--- config.mk ---
export PLATFORM = sky130hd
export DESIGN_NAME = updown_count_core
export DESIGN_NICKNAME = d
export VERILOG_FILES = /design/src/rtl/updown_count_core.sv
export SDC_FILE = /design/constraint.sdc
export NUM_CORES = 1
export LEC_CHECK = 0
export BUFFER_PORTS_ARGS = -buffer_cell sky130_fd_sc_hd__buf_2
export CAP_MARGIN = 20
export CORE_ASPECT_RATIO = 1.2
export CORE_MARGIN = 5
export CORE_UTILIZATION = 38
export CTS_BUF_LIST = sky130_fd_sc_hd__clkbuf_8
export DETAILED_ROUTE_END_ITERATION = 12
export PLACE_DENSITY = 0.68
export SLEW_MARGIN = 10
export SYNTH_ARGS = -nofsm -noshare
export SYNTH_HDL_FRONTEND = slang
export SYNTH_SLANG_ARGS = --single-unit
--- constraint.sdc ---
create_clock -name clk -period 2.45 [get_ports clk]
set_input_delay 0 -clock clk [delete_from_list [all_inputs] [get_ports clk]]
set_output_delay 0 -clock clk [all_outputs]
set_load 0.1 [all_outputs]
--- src/rtl/updown_count_core.sv ---
// Up/down counter stepped by rising edges of the divider output, with synchronized switch
// controls and an optional seven-segment digit (built when UPDOWN_SEG7_EN is defined).
module updown_count_core #(
  parameter int unsigned WIDTH       = 4,
  parameter int unsigned SYNC_STAGES = 2,
  parameter int unsigned WRAP        = 1
) (
  input  logic             clk,
  input  logic             reset,
  input  logic             sclk,
  input  logic             en_sw,
  input  logic             up_sw,
  input  logic             load_sw,
  input  logic [WIDTH-1:0] load_val,
  output logic [WIDTH-1:0] count,
  output logic             tc,
  output logic             dir_led,
  output logic [6:0]       seg
);

  localparam logic [WIDTH-1:0] CntMax = '1;

  // Control bits per stage: {load, up, en}
  logic [SYNC_STAGES-1:0][2:0]       ctl_sync_q, ctl_sync_d;
  logic [SYNC_STAGES-1:0][WIDTH-1:0] val_sync_q, val_sync_d;
  logic                              sclk_d_q;
  logic [WIDTH-1:0]                  count_q, count_d;
  logic                              tc_q, tc_d;
  logic                              en_s, up_s, load_s, tick;
  logic [WIDTH-1:0]                  val_s;

  always_comb begin
    ctl_sync_d    = ctl_sync_q;
    val_sync_d    = val_sync_q;
    ctl_sync_d[0] = {load_sw, up_sw, en_sw};
    val_sync_d[0] = load_val;
    for (int i = 1; i < SYNC_STAGES; i++) begin
      ctl_sync_d[i] = ctl_sync_q[i-1];
      val_sync_d[i] = val_sync_q[i-1];
    end
  end

  assign en_s   = ctl_sync_q[SYNC_STAGES-1][0];
  assign up_s   = ctl_sync_q[SYNC_STAGES-1][1];
  assign load_s = ctl_sync_q[SYNC_STAGES-1][2];
  assign val_s  = val_sync_q[SYNC_STAGES-1];
  assign tick   = sclk & ~sclk_d_q;

  always_comb begin
    count_d = count_q;
    tc_d    = 1'b0;
    if (tick) begin
      if (load_s) begin
        count_d = val_s;
      end else if (en_s && up_s) begin
        if (count_q == CntMax) begin
          count_d = (WRAP != 0) ? '0 : CntMax;
          tc_d    = 1'b1;
        end else begin
          count_d = count_q + WIDTH'(1);
        end
      end else if (en_s) begin
        if (count_q == '0) begin
          count_d = (WRAP != 0) ? CntMax : '0;
          tc_d    = 1'b1;
        end else begin
          count_d = count_q - WIDTH'(1);
        end
      end
    end
  end

  // sclk_d resets high so an sclk already high at reset release is not seen as an edge
  always_ff @(posedge clk) begin
    if (reset) begin
      ctl_sync_q <= '0;
      val_sync_q <= '0;
      sclk_d_q   <= 1'b1;
      count_q    <= '0;
      tc_q       <= 1'b0;
    end else begin
      ctl_sync_q <= ctl_sync_d;
      val_sync_q <= val_sync_d;
      sclk_d_q   <= sclk;
      count_q    <= count_d;
      tc_q       <= tc_d;
    end
  end

  assign count   = count_q;
  assign tc      = tc_q;
  assign dir_led = up_s;

`ifdef UPDOWN_SEG7_EN
  localparam int unsigned NibW = (WIDTH < 4) ? WIDTH : 4;

  logic [3:0] nib;
  logic [6:0] seg_q, seg_d;

  assign nib = 4'(count_q[NibW-1:0]);

  always_comb begin
    seg_d = 7'b1111111;
    case (nib)
      4'h0:    seg_d = 7'b1000000;
      4'h1:    seg_d = 7'b1111001;
      4'h2:    seg_d = 7'b0100100;
      4'h3:    seg_d = 7'b0110000;
      4'h4:    seg_d = 7'b0011001;
      4'h5:    seg_d = 7'b0010010;
      4'h6:    seg_d = 7'b0000010;
      4'h7:    seg_d = 7'b1111000;
      4'h8:    seg_d = 7'b0000000;
      4'h9:    seg_d = 7'b0010000;
      4'hA:    seg_d = 7'b0001000;
      4'hB:    seg_d = 7'b0000011;
      4'hC:    seg_d = 7'b1000110;
      4'hD:    seg_d = 7'b0100001;
      4'hE:    seg_d = 7'b0000110;
      default: seg_d = 7'b0001110;
    endcase
  end

  always_ff @(posedge clk) begin
    if (reset) seg_q <= 7'b1000000;
    else       seg_q <= seg_d;
  end

  assign seg = seg_q;
`else
  assign seg = 7'b1111111;
`endif

endmodule
==> metrics.md, run 1 <==
| Metric | Value |
|---|---|
| Gr usage total | `9.35%` |
| Hold WC Path Type | `in -> reg` |
| Critical Path AT | `1630 ps` |
| Synthesized area per cell | `9.81 um^2` |
| Skew final | `2.82 ps` |
| Cell Area, Synth | `873 um^2` |
| Main synth FF type | `dfxtp_1` |
| Largest net degree at the start of global routing | `21` |
| Status | `finished, final reports clean` |
| Row count | `19` |
| Synth Area in XOR/XNOR | `approximately 1%` |
| Area Overhead vs Synth | `22.1%` |
| Final hold viol count | `0` |
| Number of placed I/O pins | `23` |
| Synth top area cells | `dfxtp_1 (46%), nor2b_1 (11%), buf_4 (6.0%), nor4b_1 (3.0%), ha_1 (2.9%)` |
| Drt wl/cell | `10.6 um` |
| DRT Wirelength | `roughly 1.5 mm` |
| Peak VDD IR | `0.000442 V` |
| Clk sink count | `20` |
| Crit path required time | `2570 ps` |
| Routability Congestion | `0.809` |
| Synth Instances | `89` |
| Hpwl dp | `1.08 mm` |
| Fraction of the mapped netlist area in simple logic gates | `23.9%` |
| Setup TNS | `0 ps` |
| Most frequent cells in the layout | `dfxtp_1 (20), nor2b_1 (15), buf_2 (15), conb_1 (7), dlygate4sd3_1 (7)` |
| Max-Cap Viols | `0` |
| Sequential-to-total area share from yosys stat | `45.8%` |
| FF+latch area | `400 um^2` |
| Largest family of logic cells by synthesized area | `simple AND/OR/NAND/NOR gates` |
| Worst setup path startpoint | `count[0]` |
| Slowest stage delay, CP | `~360 ps` |
| Clock root cell | `clkbuf_8` |
| Top cell type's share of synthesized area | `between 40% and 50%` |
| Tcrit/Tclk final | `between 60% and 70%` |
| Kind of critical path | `reg -> reg` |
| Crit path cell chain | `ha_1 > a31oi_1 > nor4b_1 > o21a_1 > a2111oi_0` |
| Mux contribution to synthesized area | `3.58%` |
| DR vias | `657` |
| Yosys warnings | `0` |
| Most common cell after layout, fill and taps aside | `dfxtp_1` |
| Vias in the first global route | `590` |
| DR vias/cell | `around 4.7` |
| Antenna Violating Nets Remaining | `0` |
| Netlist cell types | `33` |
| Core Region | `2260 um^2` |
| H-tree levels | `1` |
| R2r setup slk | `~950 ps` |
| Slew Viols, Final | `0` |
| Worst R2R End | `count[0]` |
| Width of the die | `between 50 and 60 um` |
| Die ar. | `3360 um^2` |
| End of the critical path | `count[0]` |
| Iter 0 DRT Violations | `7` |
| Die Span Y | `62.5 um` |
| FF-to-FF path depth | `5` |
| Port bufs | `15` |
| CP max-delay cell | `dfxtp_1` |
| Fraction of registers with async set/reset | `0%` |
| CTS Hold Bufs | `7` |
| RSZ-0062 raised after global routing | `false` |
| Initial Util | `38.7%` |
| Initial DRT Pass Iterations | `4` |
| Antenna cells | `0` |
| Synthesis-stage register bit count | `20` |
| Register clock-pin slew on the reported worst setup and hold paths | `70 ps` |
| Fillers | `219` |
| Area leader, netlist | `dfxtp_1` |
| Crit path launch type | `flop` |
| Share of post-route cells with drive strength above 1 | `20.9%` |
| Number of enable flip-flop cells after synthesis | `0` |
| Num CTS Buffers | `3` |
| PwrDens | `about 660 nW/um^2` |
| Leakage power | `between 0.4 and 0.5 nW` |
| GRT overflow | `0` |
| Post-CTS resize count | `0` |
| Reg-to-reg critical path startpoint | `count[0]` |
| Minimum clock period | `1500 ps` |
| Nets | `between 100 and 150` |
| Multi-input gate area | `415 um^2` |
| CTS tree | `built` |
| Final setup viols | `0` |
| Maximum clock rate | `666 MHz` |
| Hold_ws | `between 1 and 1.5 ps` |
| Max FO, Critical Path | `7` |
| Post-CTS Setup Bufs | `0` |
| Adder-cell share of the synthesized area | `2.87%` |
| Synth Area in Compound Gates | `13.2%` |
| First-pass GRT wire length | `2.44 mm` |
| DRC Markers | `0` |
| Longest Clk Path Bufs | `2` |
| Worst Setup End Kind | `flop` |
| Initial antenna violation count | `0` |
| Worst-Skew Late Latency | `around 250 ps` |
==> area by class of cell <==
class / count / share of cell area [%]
Inverter: 3 / 1.06
Sequential cell: 20 / 37.6
Timing Repair Buffer: 22 / 13.6
Clock buffer: 4 / 5.16
Tap cell: 31 / 3.64
Multi-Input combinational cell: 61 / 39.0
==> critical path: cells and delay by family (launching register included) <==
family	cells	cell delay (ps)
flip-flops	1	360
adder cells (fa/ha/maj)	1	270
AND/OR/NAND/NOR	1	70
AO/OA/AOI/OAI	3	670
==> power by group <==
| part | internal [mW] | leakage, nW | switching, mW | total, mW |
|---|---|---|---|---|
| Sequential | 0.338 | 0.165 | 0.00856 | 0.347 |
| Clock | 0.143 | 0.0288 | 0.0999 | 0.243 |
| Combinational | 0.0291 | 0.253 | 0.0809 | 0.110 |
==> cells by family (layout without fill, tap and decap cells) <==
kind of cell             after synthesis  after routing
other                                  1              7
flip-flops                            20             20
multiplexers                           3              3
buffers and inverters                 14             29
XOR/XNOR                               1              1
AO/OA/AOI/OAI                         15             15
AND/OR/NAND/NOR                       33             33
adder cells (fa/ha/maj)                2              2
==> metrics by stage <==
stage | util (%) | power, mW | setup WS [ps] | area (um^2) | cells
detailed placement | 41.7 | 0.456 | 1010 | 941 | 130
global route | 47.2 | 0.726 | 863 | 1070 | 141
CTS | 47.2 | 0.705 | 969 | 1070 | 141
floorplan | - | 0.449 | 334 | 896 | 95
global placement | 41.7 | 0.453 | 1010 | 941 | 130
finish | 47.2 | 0.699 | 948 | 1070 | 141
==> Yosys cell counts, types with 2 or more instances <==
master	number
a21oi_1	2
a31oi_1	3
buf_4	7
clkbuf_1	2
dfxtp_1	20
ha_1	2
inv_1	3
mux2i_1	2
nand2_1	4
nor2_1	2
nor2b_1	15
nor3_1	2
nor4b_1	3
o21a_1	2
o21ai_0	2
==> sequential cells by signal, indices dropped and copies added, names as in the netlist <==
signal and cells:
ctl_sync_d 3, tc 1, count 4, dir_led 1
val_sync_d 4, sclk_d_q 1, ctl_sync_q 2, val_s 4
==> how the worst min path moves through the flow <==
stage / start / endpoint / slack [ps] / cells past startpoint
6_report: sclk / sclk_d_q / 1 / 2
5_1_grt: sclk / sclk_d_q / 9 / 2
4_1_cts: sclk / sclk_d_q / 0.8 / 2
3_5_place_dp: load_sw / ctl_sync_d[5] / 210 / 2
3_3_place_gp: en_sw / ctl_sync_d[3] / 210 / 2
2_1_floorplan: sclk / sclk_d_q / 110 / 1
==> routing by layer <==
metal | share of wire, % | up-vias | track usage, %
met3 | 9.2 | 4 | 2.86
met5 | 0 | - | 0
met1 | 39 | 293 | 10.4
met2 | 51 | 29 | 16.2
li1 | - | 331 | -
met4 | 0.67 | 0 | 2.88
(Power assumes the default switching activity.)
==> inputs of run 2 (changes only) <==
==> constraint.sdc (replaced) <==
create_clock -name clk -period 1.55 [get_ports clk]
set_input_delay 0 -clock clk [delete_from_list [all_inputs] [get_ports clk]]
set_output_delay 0 -clock clk [all_outputs]
set_load 0.1 [all_outputs]
==> metrics.md, run 2 (synthesis gave the netlist of run 1 again) <==
| Metric | Value |
|---|---|
| Critical Path AT | `1580 ps` |
| End of the critical path | `count[0]` |
| Clk pwr share | `34.1%` |
| Internal power | `801 uW` |
| Most frequent cells in the layout | `nor2b_1 (15), dfxtp_1 (15), buf_2 (15), conb_1 (7), dlygate4sd3_1 (7)` |
| DRC Markers | `0` |
| Psw | `~290 uW` |
| Skew final | `3.99 ps` |
| Hold_ws | `8.01 ps` |
| Post-Place Worst Slack | `16.1 ps` |
| Hpwl dp | `987 um` |
| DR vias | `658` |
| Slowest stage delay, CP | `370 ps` |
| Vias in the first global route | `594` |
| Gr usage total | `9.45%` |
| Crit path required time | `approximately 1700 ps` |
| CTS tree | `built` |
| Antenna cells | `0` |
| Row count | `19` |
| Seq pwr share | `between 40% and 50%` |
| Placed cell count | `130` |
| Max-Cap Viols | `0` |
| CP max-delay cell | `dfxtp_4` |
| Worst R2R End | `count[0]` |
| Final worst slack | `109 ps` |
| Final hold viol count | `0` |
| Max FO, Critical Path | `7` |
| Share of post-route cells with drive strength above 1 | `27.3%` |
| Hold WC Path Type | `in -> reg` |
| Initial DRT Pass Iterations | `5` |
| Number of placed I/O pins | `23` |
| Drt wl/cell | `10.1 um` |
| Die Span Y | `about 63 um` |
| Largest net degree at the start of global routing | `21` |
| Width of the die | `53.8 um` |
| Slew Viols, Final | `0` |
| Reg-to-reg critical path startpoint | `count[0]` |
| Register clock-pin slew on the reported worst setup and hold paths | `approximately 70 ps` |
| GRT overflow | `0` |
| Antenna Violating Nets Remaining | `0` |
| Num CTS Buffers | `3` |
| Area Overhead vs Synth | `25.4%` |
| PwrDens | `994 nW/um^2` |
| Tcrit/Tclk final | `93.0%` |
| Status | `finished, final reports clean` |
| Overall power | `1.09 mW` |
| H-tree levels | `1` |
| Final setup viols | `0` |
| Worst setup path startpoint | `count[0]` |
| Clock root cell | `clkbuf_8` |
| Port bufs | `15` |
| DR vias/cell | `4.67` |
| Fillers | `217` |
| Initial Util | `38.7%` |
| Clk sink count | `20` |
| Peak VDD IR | `0.000756 V` |
| Die ar. | `3360 um^2` |
| Crit path launch type | `flop` |
| R2r setup slk | `110 ps` |
| Switch share | `26.4%` |
| Post-CTS Setup Bufs | `0` |
| Worst-Skew Late Latency | `250 ps` |
| Maximum clock rate | `694 MHz` |
| Core Region | `2260 um^2` |
| DRT Wirelength | `1.42 mm` |
| Minimum clock period | `1440 ps` |
| FF-to-FF path depth | `5` |
| Cell Count, Final, Fillers Out | `141` |
| Iter 0 DRT Violations | `2` |
| First-pass GRT wire length | `2.43 mm` |
| Kind of critical path | `reg -> reg` |
| Nets | `123` |
| Leakage power | `roughly 0.45 nW` |
| Crit path cell chain | `inv_1 > ha_1 > a31oi_1 > o21a_1 > a2111oi_2` |
| Comb pwr share | `between 15 and 20%` |
| Routability Congestion | `~0.8` |
| Initial antenna violation count | `0` |
| Longest Clk Path Bufs | `2` |
| Worst Setup End Kind | `flop` |
==> run 2: changes by cell type in the layout (fill, tap and decap cells not counted) <==
cell	before	now
dfxtp_4	0	4
a2111oi_0	1	0
dfxtp_1	20	15
a31oi_2	0	1
a31oi_1	3	2
a2111oi_2	0	1
dfxtp_2	0	1
==> run 2: timing repair <==
item	4_1_cts	5_1_grt
pin swaps	0	1
hold buffers	7	0
setup endpoints to repair	1	1
endpoints found under the hold margin	7	0
resized for setup	1	2
==> run 2: power by group through the flow <==
stage                     registers, mW  logic (mW)  clock network (mW)
after floorplan                   0.574       0.132                   0
after global placement            0.553       0.159                   0
after detailed placement          0.554       0.160                   0
after CTS                         0.542       0.173               0.390
after global routing              0.545       0.185               0.407
final                             0.543       0.174               0.372
==> run 2: layout make-up <==
cell class | instances | area, um^2 | area share [%]
tap | 31 | 38.8 | 3.54
timing repair buffer | 22 | 145 | 13.3
inverter | 3 | 11.3 | 1.03
multi-input combinational | 61 | 428 | 39.1
clock buffer | 4 | 55.1 | 5.03
sequential | 20 | 417 | 38.1
==> run 2: through the flow <==
step | utilization [%] | area (um^2) | TNS (ps)
global placement | 42.4 | 957 | 0
CTS | 48.0 | 1080 | 0
floorplan | - | 912 | 0
global route | 48.5 | 1090 | -1.19
finish | 48.5 | 1090 | 0
detailed placement | 42.4 | 957 | 0
==> run 2: worst min path at each step <==
stage | from | endpoint | slack (ps) | depth (start not counted)
final | sclk | sclk_d_q | 8 | 2
after detailed placement | load_val[3] | val_sync_d[7] | 210 | 2
after global placement | load_sw | ctl_sync_d[5] | 210 | 2
after CTS | sclk | sclk_d_q | 0.4 | 2
after floorplan | sclk | sclk_d_q | 110 | 1
after global routing | sclk | sclk_d_q | 3 | 2
==> run 2: layer usage <==
layer | track usage [%] | vias to the layer above | wire [um]
met2 | 14.5 | 20 | 697
met5 | 0 | - | 0
li1 | - | 332 | -
met3 | 2.86 | 2 | 102
met1 | 11.2 | 304 | 608
met4 | 5.43 | 0 | 11
==> run 2: critical path, delay by kind of cell, from the launching register on <==
family	cells	cell delay (ps)
fa+ha+maj	1	240
buf+inv	1	130
flops	1	370
compound gates	3	590
